--- src/rtl/instr_align_if.sv ---
// Fetch-side and decode-side signal bundle for the instruction-align stage.
// master = surrounding pipeline (IF + decode), slave = instr_align.
interface instr_align_if;
  logic        i_flush;
  logic        i_stall;
  logic        i_valid;
  logic [31:0] i_pc;
  logic [15:0] i_data0;
  logic [15:0] i_data1;
  logic        i_except_valid;
  logic [3:0]  i_except_code;
  logic        o_stall;
  logic        o_valid;
  logic [31:0] o_pc;
  logic [31:0] o_instr;
  logic        o_compressed;
  logic        o_except_valid;
  logic [3:0]  o_except_code;

  modport master (
    output i_flush, i_stall, i_valid, i_pc, i_data0, i_data1, i_except_valid, i_except_code,
    input  o_stall, o_valid, o_pc, o_instr, o_compressed, o_except_valid, o_except_code
  );

  modport slave (
    input  i_flush, i_stall, i_valid, i_pc, i_data0, i_data1, i_except_valid, i_except_code,
    output o_stall, o_valid, o_pc, o_instr, o_compressed, o_except_valid, o_except_code
  );
endinterface

--- src/rtl/instr_align.sv ---
// Instruction-align stage: turns fetch words into one aligned instruction per cycle.
// IA_RVC_EN enables compressed support via a 4-entry halfword queue; otherwise 32-bit only.
module instr_align (
  input logic          i_clk,
  input logic          i_rst_n,
  instr_align_if.slave bus
);

  typedef struct packed {
    logic        v;
    logic [31:0] pc;
    logic [31:0] instr;
    logic        cmp;
    logic        exc;
    logic [3:0]  code;
  } out_t;

  out_t        oq;
  logic        emit;
  logic [31:0] e_pc;
  logic [31:0] e_instr;
  logic        e_cmp;
  logic        e_exc;
  logic [3:0]  e_code;
  logic        accept;

`ifdef IA_RVC_EN
  typedef struct packed {
    logic [15:0] data;
    logic [31:0] pc;
    logic        exc;
    logic [3:0]  code;
  } hw_t;

  localparam int QD = 4;
  localparam int SD = 6;

  hw_t        q     [QD];
  hw_t        q_n   [QD];
  hw_t        inc   [2];
  hw_t        str   [SD];
  logic [2:0] count;
  logic [2:0] count_n;
  logic [2:0] s_cnt;
  logic [1:0] n_in;
  logic [1:0] n_cons;

  // Stall is derived from the registered count only, keeping i_valid off the path.
  assign bus.o_stall = bus.i_stall | (count > 3'd2);
  assign accept      = bus.i_valid & ~bus.o_stall;

  // Halfwords contributed by this cycle's fetch word.
  always_comb begin
    inc[0] = '0;
    inc[1] = '0;
    n_in   = 2'd0;
    if (accept) begin
      if (bus.i_except_valid) begin
        inc[0] = {16'h0, bus.i_pc, 1'b1, bus.i_except_code};
        n_in   = 2'd1;
      end else if (!bus.i_pc[1]) begin
        inc[0] = {bus.i_data0, bus.i_pc, 1'b0, 4'h0};
        inc[1] = {bus.i_data1, bus.i_pc + 32'd2, 1'b0, 4'h0};
        n_in   = 2'd2;
      end else begin
        inc[0] = {bus.i_data1, bus.i_pc, 1'b0, 4'h0};
        n_in   = 2'd1;
      end
    end
  end

  // Effective stream: queued entries followed by the bypassed incoming halves.
  always_comb begin
    for (int i = 0; i < SD; i++) str[i] = '0;
    for (int i = 0; i < QD; i++) if (3'(i) < count) str[i] = q[i];
    if (n_in != 2'd0) str[count]         = inc[0];
    if (n_in == 2'd2) str[count + 3'd1]  = inc[1];
    s_cnt = count + {1'b0, n_in};
  end

  always_comb begin
    emit    = 1'b0;
    n_cons  = 2'd0;
    e_pc    = '0;
    e_instr = '0;
    e_cmp   = 1'b0;
    e_exc   = 1'b0;
    e_code  = '0;
    if (s_cnt != 3'd0) begin
      if (str[0].exc) begin
        emit   = 1'b1;
        n_cons = 2'd1;
        e_pc   = str[0].pc;
        e_exc  = 1'b1;
        e_code = str[0].code;
      end else if (str[0].data[1:0] != 2'b11) begin
        emit    = 1'b1;
        n_cons  = 2'd1;
        e_pc    = str[0].pc;
        e_instr = {16'h0, str[0].data};
        e_cmp   = 1'b1;
      end else if (s_cnt >= 3'd2) begin
        // 32-bit: a faulting upper half turns the whole instruction into an exception.
        emit   = 1'b1;
        n_cons = 2'd2;
        e_pc   = str[0].pc;
        if (str[1].exc) begin
          e_exc  = 1'b1;
          e_code = str[1].code;
        end else begin
          e_instr = {str[1].data, str[0].data};
        end
      end
    end
  end

  always_comb begin
    for (int i = 0; i < QD; i++) q_n[i] = str[3'(i) + {1'b0, n_cons}];
    count_n = s_cnt - {1'b0, n_cons};
  end

  always_ff @(posedge i_clk) begin
    if (!i_rst_n || bus.i_flush) begin
      count <= 3'd0;
    end else if (!bus.i_stall) begin
      count <= count_n;
      q     <= q_n;
    end
  end

`else
  // No compressed support: each accepted word is one instruction or an exception.
  assign bus.o_stall = bus.i_stall;
  assign accept      = bus.i_valid & ~bus.i_stall;

  always_comb begin
    emit    = 1'b0;
    e_pc    = '0;
    e_instr = '0;
    e_cmp   = 1'b0;
    e_exc   = 1'b0;
    e_code  = '0;
    if (accept) begin
      emit = 1'b1;
      e_pc = bus.i_pc;
      if (bus.i_except_valid) begin
        e_exc  = 1'b1;
        e_code = bus.i_except_code;
      end else if (bus.i_pc[1]) begin
        e_exc  = 1'b1;
        e_code = 4'h0;
      end else begin
        e_instr = {bus.i_data1, bus.i_data0};
      end
    end
  end
`endif

  always_ff @(posedge i_clk) begin
    if (!i_rst_n || bus.i_flush) begin
      oq <= '0;
    end else if (!bus.i_stall) begin
      oq <= {emit, e_pc, e_instr, e_cmp, e_exc, e_code};
    end
  end

  assign bus.o_valid        = oq.v;
  assign bus.o_pc           = oq.pc;
  assign bus.o_instr        = oq.instr;
  assign bus.o_compressed   = oq.cmp;
  assign bus.o_except_valid = oq.exc;
  assign bus.o_except_code  = oq.code;

endmodule

--- src/flat_wrapper.sv ---
// flat-port wrapper written by rule: the top's interface ports become plain ports
module instr_align_flat 
  (i_clk, i_rst_n, bus_i_flush, bus_i_stall, bus_i_valid, bus_i_pc, bus_i_data0, bus_i_data1, bus_i_except_valid, bus_i_except_code, bus_o_stall, bus_o_valid, bus_o_pc, bus_o_instr, bus_o_compressed, bus_o_except_valid, bus_o_except_code);
  instr_align_if bus_i ();
  input logic i_clk;
  input logic i_rst_n;
  input wire logic [$bits(bus_i.i_flush)-1:0] bus_i_flush;
  input wire logic [$bits(bus_i.i_stall)-1:0] bus_i_stall;
  input wire logic [$bits(bus_i.i_valid)-1:0] bus_i_valid;
  input wire logic [$bits(bus_i.i_pc)-1:0] bus_i_pc;
  input wire logic [$bits(bus_i.i_data0)-1:0] bus_i_data0;
  input wire logic [$bits(bus_i.i_data1)-1:0] bus_i_data1;
  input wire logic [$bits(bus_i.i_except_valid)-1:0] bus_i_except_valid;
  input wire logic [$bits(bus_i.i_except_code)-1:0] bus_i_except_code;
  output wire logic [$bits(bus_i.o_stall)-1:0] bus_o_stall;
  output wire logic [$bits(bus_i.o_valid)-1:0] bus_o_valid;
  output wire logic [$bits(bus_i.o_pc)-1:0] bus_o_pc;
  output wire logic [$bits(bus_i.o_instr)-1:0] bus_o_instr;
  output wire logic [$bits(bus_i.o_compressed)-1:0] bus_o_compressed;
  output wire logic [$bits(bus_i.o_except_valid)-1:0] bus_o_except_valid;
  output wire logic [$bits(bus_i.o_except_code)-1:0] bus_o_except_code;
  assign bus_i.i_flush = bus_i_flush;
  assign bus_i.i_stall = bus_i_stall;
  assign bus_i.i_valid = bus_i_valid;
  assign bus_i.i_pc = bus_i_pc;
  assign bus_i.i_data0 = bus_i_data0;
  assign bus_i.i_data1 = bus_i_data1;
  assign bus_i.i_except_valid = bus_i_except_valid;
  assign bus_i.i_except_code = bus_i_except_code;
  assign bus_o_stall = bus_i.o_stall;
  assign bus_o_valid = bus_i.o_valid;
  assign bus_o_pc = bus_i.o_pc;
  assign bus_o_instr = bus_i.o_instr;
  assign bus_o_compressed = bus_i.o_compressed;
  assign bus_o_except_valid = bus_i.o_except_valid;
  assign bus_o_except_code = bus_i.o_except_code;
  instr_align u_core (.i_clk(i_clk), .i_rst_n(i_rst_n), .bus(bus_i));
endmodule
--- config.mk ---
export PLATFORM = sky130hd
export DESIGN_NAME = instr_align_flat
export DESIGN_NICKNAME = d
export VERILOG_FILES = /design/src/rtl/instr_align_if.sv /design/src/rtl/instr_align.sv /design/src/flat_wrapper.sv
export SDC_FILE = /design/constraint.sdc
export NUM_CORES = 1
export LEC_CHECK = 0
export CORE_UTILIZATION = 36
export CTS_CLUSTER_SIZE = 14
export DETAILED_ROUTE_END_ITERATION = 10
export GPL_ROUTABILITY_DRIVEN = 0
export HOLD_SLACK_MARGIN = 0.05
export PLACE_DENSITY = 0.79
export SYNTH_ARGS = -nofsm -noshare
export SYNTH_HDL_FRONTEND = slang
export SYNTH_SLANG_ARGS = --single-unit
--- constraint.sdc ---
create_clock -name i_clk -period 1.5 [get_ports i_clk]
set_input_delay 0.225 -clock i_clk [delete_from_list [all_inputs] [get_ports i_clk]]
set_output_delay 0.225 -clock i_clk [all_outputs]
set_load 0.05 [all_outputs]
==> metrics.md <==
| Metric | Value |
|---|---|
| Outcome | `completed` |
| Synth top area share | `0.595` |
| Clk sinks | `70` |
| Critical path launch point type | `input port` |
| CTS root buf | `clkbuf_8` |
| Clock Tree Buf Depth | `2` |
| Avg Inst Size Synth | `11.1 um2` |
| Core Util, Final | `0.615` |
| Die area | `0.00687 mm2` |
| Nets | `429` |
| Total track usage | `0.186` |
| Layout cell share with drive strength beyond 1 | `0.281` |
| Worst Setup End Kind | `primary output` |
| Final hold vios | `0` |
| DR iter-0 viols | `55` |
| CTS tree | `built` |
| Worst VDD drop | `0.720 mV` |
| Core footprint | `0.00635 mm2` |
| P_leak | `1.67 nW` |
| DR WL/cell | `14.4 um` |
| Post-synthesis cell count | `212` |
| Setup CP Type | `in2out` |
| Synth Net Count | `286` |
| Seq/Total Area, Yosys | `0.595` |
| Gr ovfl total | `0` |
| Post-synth cell types | `20` |
| CP Max Fanout | `28` |
| Largest net degree at the start of global routing | `35` |
| PwrDens | `1070 mW/mm2` |
| Total Neg Setup Slack | `0 ns` |
| Vias in the first global route | `2083` |
| Unrepaired setup endpoints after global routing | `no` |
| Vias post-DR | `2169` |
| Yosys warns | `0` |
| #FFs+latches synth | `70` |
| Detailed placement HPWL | `4.48 mm` |
| Slew Limit Fails | `0` |
| I/O pins | `146` |
| Height of the die | `82.9 um` |
| Total Power | `0.00418 W` |
| Hold_buf cts | `0` |
| DRC violations left | `0` |
| Initial antenna violation count | `0` |
| Synth area leader | `dfxtp_1` |
| Starting Density | `0.371` |
| Num CTS Buffers | `9` |
| Antenna diodes | `0` |
| H-tree levels | `3` |
| Min Tclk post-route | `1.44 ns` |
| Critical path arrival | `1.21 ns` |
| Placed Area | `0.00367 mm2` |
| Most frequent cells in the layout | `buf_4 (77), clkdlybuf4s50_1 (73), dfxtp_1 (70), a22o_1 (32), nor2_1 (32)` |
| Max-cap violation count | `0` |
| # rows | `29` |
| Via density | `4.96` |
| Fmax achieved | `696 MHz` |
| Width of the die | `82.9 um` |
| DRT Wirelength | `6.27 mm` |
| Final instance area | `0.00391 mm2` |
| Mapped Area | `0.00236 mm2` |
| TritonRoute pass-1 iters | `6` |
| Crit share post-route | `0.958` |
| Clock skew | `0 ns` |
| Min-Delay Path Class | `in2reg` |
| Most common cell after layout, fill and taps aside | `buf_4` |
| # port buffers | `144` |
| Largest cells by area after synthesis | `dfxtp_1 (59%), a22o_1 (12%), a22oi_1 (9.9%)` |
| Area Growth Syn to Fin | `65.9%` |
| Worst-Skew Late Latency | `0.33 ns` |
| Clock slew at reported path FFs | `0.07 ns` |
| First-pass GRT wire length | `10.3 mm` |
| WP data required | `1.27 ns` |
| Number of setup violations in the final report | `0` |
| DRT antenna net count | `0` |
==> state kept, by name, summed over array words and instances (netlist names) <==
| register | cells |
|---|---|
| u_core.bus.o_except_code | 4 |
| u_core.bus.o_except_valid | 1 |
| u_core.bus.o_instr | 32 |
| u_core.bus.o_pc | 32 |
| u_core.bus.o_valid | 1 |
==> worst paths after layout <==
| check | slack (ns) | startpoint | end | cells after the start |
|---|---|---|---|---|
| hold reg to reg | 0.47 | u_core.bus.o_pc[1] | u_core.bus.o_pc[1] | 2 |
| setup / recovery | 0.06 | bus_i_stall | bus_o_stall | 3 |
| setup reg to reg | 0.81 | u_core.bus.o_pc[30] | u_core.bus.o_pc[30] | 2 |
| hold / removal | 0.45 | bus_i_except_code[1] | u_core.bus.o_except_code[1] | 3 |
==> cells by family (layout without fill, tap and decap cells) <==
| family | count (synthesis) | count (layout) | share of synthesized area |
|---|---|---|---|
| compound gates | 67 | 67 | 0.226 |
| flops | 70 | 70 | 0.595 |
| simple gates | 52 | 52 | 0.108 |
| other cells | 1 | 1 | 0.00159 |
| buf+inv | 22 | 170 | 0.0696 |
==> per-stage QoR <==
stage | hold WS (ns) | setup WS, ns | cells
3_3_place_gp | 0.451 | -0.0601 | 421
4_1_cts | 0.431 | 0.0534 | 437
6_report | 0.446 | 0.0637 | 437
5_1_grt | 0.439 | 0.0356 | 437
3_5_place_dp | 0.465 | -0.123 | 421
2_1_floorplan | 0.350 | 0.323 | 212
==> layout make-up <==
cell class	instances	area (um2)
clock buffers	9	124
fillers	534	2440
repair buffers	154	1380
well taps	77	96.3
clock inverters	7	113
multi-input cells	120	793
flip-flops and latches	70	1400
==> what timing repair did <==
| action | CTS | global route |
|---|---|---|
| endpoints found under the setup margin | 1 | 0 |
| gates resized for setup | 1 | 0 |
| setup buffers | 0 | 0 |
==> synthesized netlist by cell type (all sizes together) <==
| cell | instances |
|---|---|
| nand3 | 4 |
| nor2b | 2 |
| nand3b | 1 |
| a22oi | 31 |
| nand4 | 4 |
| a22o | 32 |
| nor4b | 1 |
| clkbuf | 5 |
| nand2b | 1 |
| and2 | 1 |
| conb | 1 |
| nand2 | 6 |
| nor2 | 32 |
| o21ai | 1 |
| a21oi | 3 |
| buf | 17 |
| dfxtp | 70 |
==> per-layer routing <==
| metal | share of wire | routed length [um] | global-route usage | up-vias |
|---|---|---|---|---|
| li1 | - | - | - | 1050 |
| met1 | 0.44 | 2750 | 0.234 | 1004 |
| met2 | 0.47 | 2970 | 0.297 | 108 |
| met3 | 0.077 | 483 | 0.0567 | 7 |
| met4 | 0.011 | 72 | 0.0799 | 0 |
| met5 | 0 | 0 | 0 | - |
==> report_power, final <==
part | total [W] | switching, W | internal, W
Clock | 0.00180 | 0.000700 | 0.00110
Combinational | 0.000488 | 0.000230 | 0.000258
Sequential | 0.00190 | 0.0000144 | 0.00188
Total | 0.00418 | 0.000945 | 0.00324
==> worst max-delay path, cell delays in order <==
cell	delay, ns
clkdlybuf4s50_1	0.54
buf_6	0.26
buf_12	0.17
Power figures use the tool's default switching activity.
